### config.mk
export PLATFORM = sky130hd
export DESIGN_NAME = image_write
export DESIGN_NICKNAME = d
export VERILOG_FILES = /design/src/rtl/image_write.sv
export SDC_FILE = /design/constraint.sdc
export NUM_CORES = 1
export LEC_CHECK = 0
export CAP_MARGIN = 10
export CORE_MARGIN = 4
export CORE_UTILIZATION = 40
export DETAILED_ROUTE_END_ITERATION = 6
export GPL_TIMING_DRIVEN = 0
export PLACE_DENSITY = 0.68
export SETUP_SLACK_MARGIN = 0.05
export SLEW_MARGIN = 20
export SYNTH_ARGS = -nofsm -noshare
export SYNTH_HDL_FRONTEND = slang
export SYNTH_SLANG_ARGS = --single-unit
### constraint.sdc
create_clock -name clk -period 1.95 [get_ports clk]
set_input_delay 0.195 -clock clk [delete_from_list [all_inputs] [get_ports clk]]
set_output_delay 0.195 -clock clk [all_outputs]
set_load 0.005 [all_outputs]
### src/rtl/image_write.sv
// image_write: turns an incoming pixel stream into linear image_mem writes from a configured start address
module image_write #(
  parameter int CFG_DWIDTH  = 32,
  parameter int CFG_AWIDTH  = 5,
  parameter int GROUP_NB    = 4,
  parameter int IMG_WIDTH   = 16,
  parameter int MEM_AWIDTH  = 16,
  parameter int CFG_IW_ADDR = 0,
  parameter int CFG_IW_LEN  = 1
) (
  input  logic                          clk,
  input  logic                          rst,
  input  logic [CFG_DWIDTH-1:0]         cfg_data,
  input  logic [CFG_AWIDTH-1:0]         cfg_addr,
  input  logic                          cfg_valid,
  input  logic                          next,
  input  logic [GROUP_NB*IMG_WIDTH-1:0] str_bus,
  input  logic                          str_last,
  input  logic                          str_val,
  output logic                          str_rdy,
  output logic                          wr_val,
  output logic [MEM_AWIDTH-1:0]         wr_addr,
  output logic [GROUP_NB*IMG_WIDTH-1:0] wr_data,
  output logic                          done,
  output logic                          err_last
);
  typedef enum logic [2:0] {S_RESET = 3'b001, S_CONFIG = 3'b010, S_ACTIVE = 3'b100} state_t;
  state_t state, state_nx;
  logic [MEM_AWIDTH-1:0] sh_addr, addr_cnt;
  logic [CFG_DWIDTH-1:0] sh_len, len_max, beat_cnt;
  logic accept, at_len, term, arm;
  assign str_rdy = state == S_ACTIVE;
  assign accept  = str_val & str_rdy;
  assign at_len  = beat_cnt == len_max;
  assign term    = accept & (at_len | str_last);
  assign arm     = next & (state == S_CONFIG);
  // shadow cfg registers, only copied into the working set when a transfer is armed
  always_ff @(posedge clk) begin
    if (cfg_valid && cfg_addr == CFG_IW_ADDR[CFG_AWIDTH-1:0]) sh_addr <= cfg_data[MEM_AWIDTH-1:0];
    if (cfg_valid && cfg_addr == CFG_IW_LEN[CFG_AWIDTH-1:0]) sh_len <= cfg_data;
  end
  // state register
  always_ff @(posedge clk) state <= rst ? S_RESET : state_nx;
  // next state: RESET always falls through to CONFIG, arm starts, terminating beat ends
  always_comb state_nx = state == S_RESET ? S_CONFIG : arm ? S_ACTIVE : term ? S_RESET : state;
  // working address/beat counters; address wraps at the memory width
  always_ff @(posedge clk) begin
    if (rst) begin
      addr_cnt <= '0;
      len_max  <= '0;
      beat_cnt <= '0;
    end else if (arm) begin
      addr_cnt <= sh_addr;
      len_max  <= sh_len;
      beat_cnt <= '0;
    end else if (accept) begin
      addr_cnt <= addr_cnt + 1'b1;
      beat_cnt <= beat_cnt + 1'b1;
    end
  end
  // one register stage on the write port; address/data forced to zero when idle
  always_ff @(posedge clk) begin
    if (rst) begin
      wr_val   <= 1'b0;
      wr_addr  <= '0;
      wr_data  <= '0;
      done     <= 1'b0;
      err_last <= 1'b0;
    end else begin
      wr_val   <= accept;
      wr_addr  <= accept ? addr_cnt : '0;
      wr_data  <= accept ? str_bus : '0;
      done     <= term;
      err_last <= term & (str_last ? beat_cnt < len_max : at_len);
    end
  end
endmodule

==> results.yml, run 1 <==
critical_path:
  worstPathRequired_ns: 2.38
  arrival_ns: 2.55
  ff2ff_setup_slack_ns: -0.17
  start_kind: "register"
  endpoint_kind: "register"
  reg2reg_to: "state[0]$_SDFFE_PP1P_"
  crit_path_start: "len_max[14]$_SDFFE_PP0P_"
  path_class: "register to register"
  reg2reg_depth: 8
  worstPathMaxFanout: 3
  r2r-start: "len_max[14]$_SDFFE_PP0P_"
timing:
  min_period_ns: 2.12
  rsz0062_at_grt: "yes"
  setup_violations: 12
  fin_crit_sh: 1.09
  tightest_slew_ns: 0.899
  setup_tns_ns: -1.13
  slew_violations: 0
  skew_ns: 0.00861
  hold_viol: 0
  max-slew-margin-rel: 0.400
  postLayoutSetupSlackWorst_ns: -0.175
  clock.fmax_mhz: 471
route:
  drt_iter0_markers: 381
  wire_per_inst_microns: 16.4
  routed_wirelength_microns: 21300
  viasPerCell: 4.90
  drtPass1Iterations: 5
  final_antenna_net_count: 0
  dr_total_vias: 6375
  remaining_drc_errors: 0
synth:
  synth.largest_area_cell: "dfxtp_1"
  ys_top_cells_by_count: "dfxtp_1, nand2_1, and2_1"
  async_reset_ff_frac: 0
  postSynthNetCount: 909
  synth-edff-count: 48
  ys_seq_area_frac: 0.597
  syn_area_sq_mm: 0.00798
  synth.distinct_cells: 42
  ys_ff_latch: 214
  synth.avg_cell_area_sq_um: 10.4
  synth_top_area_share: 0.417
  synth_most_common_cell: "dfxtp_1"
  netlist_top_cells_area: "dfxtp_1, edfxtp_1, and2_1"
  ys_warn_count: 0
  ys.flop_type: "dfxtp_1"
  syn_inst: 768
status:
  outcome: "complete, but fails checks"
  violations: "negative setup slack"
floorplan:
  initial_core_util: 0.408
  die_area_sq_mm: 0.0223
  row_count: 51
  die_w_microns: 149
  ios: 191
  coreArea_sq_mm: 0.0195
  die_y_microns: 149
global_route:
  grt-busiest-layer: "met2"
  grt_pass1_vias: 6065
  grt_max_degree: 31
  grt_use_met1: 0.237
  antenna_found_initial: 1
  grt_overflow: 0
  grt_pass1_wl_microns: 32700
  track_usage: 0.184
  gr-usage-met3: 0.0292
  met2_usage: 0.320
finish:
  register_area_sq_mm: 0.00483
  multi_input_area_sq_mm: 0.00343
  final_layout_size_suffix_gt1_frac: 0.205
  final_cell_area_sq_mm: 0.0119
  synthToLayoutAreaGrowth_pct: 49.5
  fin_nets: 1158
  utilization: 0.611
  nFillCells: 1597
power:
  powerDensity_mw_per_mm2: 826
  p_seq_frac: 0.475
  intPower_uw: 7720
  p_leak_uw: 0.00435
  p_clk_frac: 0.447
  p_sw_uw: 2130
  combPwrFrac: 0.078
  swShare: 0.216
  ir_drop_v: 0.000662
clock_tree:
  cts_tree: "built"
  holdBufCountCts: 0
  cts_sinks: 214
  cts_buffer_depth: 3
  cts_made_buffers: 24
  cts_root_buf: "clkbuf_16"
  cts.reportedPaths.clkPinSlew_ns: 0.06
  h-tree-depth: 1
  clk-insertion-delay-late_ns: 0.51
hold_path:
  worstHoldStart: "cfg_data[24]"
  hold_path.class: "primary input to register"
  min_to: "sh_len[24]$_DFFE_PP_"
  hold_depth: 1
placed_design:
  routabilityCongestion: 0.802
  hpwl_microns: 14400
  portBuffers: 190
  dpl-instance-area_sq_mm: 0.0103
run:
  maxCapViolations: 0
[power groups by stage]
stage	sequential (uW)	combinational (uW)	clock, uW
2_1_floorplan	4740	245	0
3_3_place_gp	4760	555	0
3_5_place_dp	4760	568	0
4_1_cts	4670	678	4490
5_1_grt	4680	828	4670
6_report	4670	770	4400
[layout make-up]
type / instances / share of cell area
Sequential cell: 214 / 0.405
Clock inverter: 6 / 0.00483
Antenna cell: 1 / 0.000210
Timing Repair Buffer: 228 / 0.186
Multi-Input combinational cell: 480 / 0.288
Inverter: 40 / 0.0126
Tap cell: 265 / 0.0278
Buffer: 29 / 0.0143
Clock buffer: 38 / 0.0608
[through the flow]
step / worst slack, ns / std cells / power, uW / hold WS, ns
global placement: -1.11 / 1223 / 5310 / 0.444
floorplan: -0.0155 / 768 / 4990 / 0.288
global route: -0.214 / 1301 / 10200 / 0.230
detailed placement: -0.788 / 1225 / 5330 / 0.447
CTS: -0.109 / 1289 / 9840 / 0.230
finish: -0.175 / 1301 / 9850 / 0.242
[how the worst max path moves through the flow]
stage | slack, ns | depth (start not counted) | to
after floorplan | -0.02 | 7 | beat_cnt[2]$_SDFFE_PP0P_
after CTS | -0.11 | 7 | beat_cnt[24]$_SDFFE_PP0P_
after global routing | -0.21 | 7 | state[0]$_SDFFE_PP1P_
after global placement | -1.11 | 6 | len_max[7]$_SDFFE_PP0P_
after detailed placement | -0.79 | 8 | beat_cnt[26]$_SDFFE_PP0P_
final | -0.17 | 8 | state[0]$_SDFFE_PP1P_
[cell families (layout without fill, tap and decap cells)]
logic type / count (synthesis) / count (layout) / synth area share
and+or+nand+nor: 309 / 309 / 0.204
xor gates and xnor gates: 29 / 29 / 0.0318
buffers and inverters: 74 / 341 / 0.0356
DFF: 214 / 214 / 0.597
adders and majority gates: 34 / 34 / 0.0533
AOI/OAI and AO/OA: 108 / 108 / 0.0777
other: 0 / 1 / 0
[critical path: stages (launching register included)]
cell,delay [ns]
dfxtp_2,0.33
inv_2,0.05
ha_4,0.26
nand4_1,0.12
buf_6,0.16
nor4_4,0.38
a31oi_4,0.18
or3b_4,0.42
a21oi_2,0.15
[routing by layer]
metal	vias to the layer above	part of all wire
met3	49	0.056
li1	3129	-
met1	3005	0.41
met5	-	0
met4	0	0.029
met2	192	0.51
[flip-flops by register name, summed over array words and instances (netlist names)]
register / flops
err_last: 1
done: 1
wr_val: 1
wr_addr: 16
sh_len: 32
wr_data: 64
addr_cnt: 16
state: 3
beat_cnt: 32
sh_addr: 16
len_max: 32
[timing repair]
action | CTS | global route
hold endpoints to repair | 0 | 0
gates cloned | 2 | 0
setup buffers | 22 | 13
resized for setup | 95 | 83
setup endpoints to repair | 150 | 94
pin swaps | 37 | 32
[cell usage in the layout, fill, tap and decap left out, types with 4 or more instances in the layout]
cell             count
clkdlybuf4s50_1    190
dfxtp_1            121
nand2_1             95
and2_1              79
a21oi_1             56
edfxtp_1            48
dfxtp_2             40
nor2_1              37
buf_4               31
inv_1               28
clkbuf_16           25
clkbuf_1            19
ha_4                18
nand3_1             17
nand4_1             16
xor2_1              16
ha_1                15
inv_2               12
or3_1               12
xnor2_1             12
o21ai_0             10
o21ai_1             10
a211oi_1            10
clkbuf_2             8
buf_6                7
and4_1               7
a21oi_2              6
clkbuf_8             6
nor3_1               5
dfxtp_4              5
clkbuf_4             4
or4_4                4
nor4_4               4
a311oi_1             4
Power figures use the tool's default switching activity.
==> inputs of run 2 (changes only) <==
- DONT_BUFFER_PORTS: not set -> 1
- PLACE_DENSITY: 0.68 -> 0.53
- clock period: 1.95 -> 2.1 ns (I/O delays scaled with it)
==> run 2 against run 1 <==
Net effect: the run still ends with negative setup slack left; first-iteration DRC count is 28% lower; core utilization is 6.5 points lower; count of clock-buffer cells in the layout is 10 lower.
==> results.yml, run 2 (synthesis gave the netlist of run 1 again) <==
status:
  outcome: "complete, but fails checks"
  violations: "negative setup slack"
placed_design:
  dpl-instance-area_sq_mm: 0.00832
  hpwl_microns: 13400
  routabilityCongestion: 0.834
  portBuffers: 0
  dpl.cell_count: 1034
finish:
  nFillCells: 1723
  final_cell_area_sq_mm: 0.0107
  fin_cells: 1197
  layout_commonest_cell: "dfxtp_1"
  final_cell_mix: "dfxtp_1, dlygate4sd3_1, nand2_1, and2_1, a21oi_1"
  register_area_sq_mm: 0.00478
  fin_nets: 1054
  top_register: "wr_data"
  multi_input_area_sq_mm: 0.00318
  synthToLayoutAreaGrowth_pct: 33.7
  final_layout_size_suffix_gt1_frac: 0.132
  largest_reg_flops: 64
route:
  drtPass1Iterations: 4
  wire_per_inst_microns: 16.5
  remaining_drc_errors: 0
  dr_total_vias: 6013
  routed_wirelength_microns: 19800
  final_antenna_net_count: 0
  viasPerCell: 5.02
  drt_iter0_markers: 274
timing:
  skew_ns: 0.0172
  postLayoutSetupSlackWorst_ns: -0.00900
  min_period_ns: 2.11
  tightest_slew_ns: 0.877
  slew_violations: 0
  clock.fmax_mhz: 474
  whs_ns: 0.0565
  rsz0062_at_grt: "yes"
  max-slew-margin-rel: 0.415
  setup_violations: 1
  hold_viol: 0
  fin_crit_sh: 1.00
  setup_tns_ns: -0.00900
clock_tree:
  clk-insertion-delay-late_ns: 0.51
  h-tree-depth: 1
  cts.reportedPaths.clkPinSlew_ns: 0.06
  cts_sinks: 214
  cts_buffer_depth: 3
  cts_tree: "built"
  cts_made_buffers: 24
  cts_root_buf: "clkbuf_16"
floorplan:
  die_y_microns: 149
  initial_core_util: 0.408
  row_count: 51
  ios: 191
  coreArea_sq_mm: 0.0195
  die_area_sq_mm: 0.0223
  die_w_microns: 149
critical_path:
  ff2ff_setup_slack_ns: -0.009
  worstPathRequired_ns: 2.55
  path_class: "register to register"
  worstPathMaxFanout: 5
  start_kind: "register"
  arrival_ns: 2.56
  endpoint_kind: "register"
global_route:
  track_usage: 0.175
  grt_max_degree: 33
  grt_overflow: 0
  antenna_found_initial: 1
  grt_pass1_vias: 6356
  grt_pass1_wl_microns: 31500
run:
  maxCapViolations: 0
hold_path:
  hold_path.class: "primary input to register"
power:
  finalPower_uw: 9410
  p_leak_uw: 0.00395
  powerDensity_mw_per_mm2: 883
  ir_drop_v: 0.000693
-- run 2: changes by cell type in the layout (fill, tap and decap cells not counted), moves of 6 or more --
cell	delta
clkdlybuf4s50_1	-190
dlygate4sd3_1	+100
dfxtp_1	+37
dfxtp_2	-34
ha_1	+17
ha_4	-16
inv_1	+12
inv_2	-12
buf_4	-11
o21ai_0	+8
o21ai_1	-8
clkbuf_8	-6
-- run 2: routing by layer --
layer  GRT usage  vias to the layer above  share of wire
met5           0                        -              0
met3      0.0401                       42          0.073
met2       0.305                      213           0.48
met4      0.0572                        0          0.029
met1       0.213                     2837           0.42
li1            -                     2921              -
-- run 2: power breakdown --
| group | internal [uW] | total [uW] | switching (uW) |
|---|---|---|---|
| Clock | 2810 | 4490 | 1680 |
| Combinational | 309 | 589 | 281 |
| Sequential | 4280 | 4330 | 54.1 |
| Total | 7400 | 9410 | 2010 |
-- run 2: stage by stage --
stage / util / setup slack (ns)
after detailed placement: 0.426 / -0.567
after floorplan: - / 0.120
after global routing: 0.546 / -0.0614
after global placement: 0.425 / -0.502
after CTS: 0.537 / -0.00435
final: 0.546 / -0.00900
-- run 2: layout make-up --
cell class | count | area share
inverter | 40 | 0.0141
tap | 265 | 0.0311
sequential | 214 | 0.448
clock buffer | 28 | 0.0637
antenna | 1 | 0.000235
clock inverter | 16 | 0.0177
timing repair buffer | 122 | 0.110
multi-input combinational | 480 | 0.298
buffer | 31 | 0.0163
-- run 2: path summary, 6_finish.rpt --
check	start	to	depth (start not counted)
worst max-delay path	state[1]$_SDFFE_PP0P_	beat_cnt[27]$_SDFFE_PP0P_	6
worst min-delay path	cfg_addr[0]	sh_addr[11]$_DFFE_PP_	1
worst max register to register	state[1]$_SDFFE_PP0P_	beat_cnt[27]$_SDFFE_PP0P_	6
worst min register to register	len_max[7]$_SDFFE_PP0P_	len_max[7]$_SDFFE_PP0P_	2
-- run 2: repair_timing --
| item | 4_1_cts | 5_1_grt |
|---|---|---|
| endpoints found under the setup margin | 134 | 48 |
| hold buffers | 100 | 0 |
| hold endpoints to repair | 120 | 0 |
| pin swaps | 21 | 17 |
| gates cloned | 2 | 0 |
| buffers inserted | 12 | 8 |
| gates resized for setup | 47 | 38 |
-- run 2: worst max-delay path, stage by stage (launching register included) --
cell      delay, ns
dfxtp_4        0.36
and4bb_4       0.38
nand4_4        0.13
or4_4          0.57
buf_6          0.15
or3_4          0.32
a21oi_2        0.14
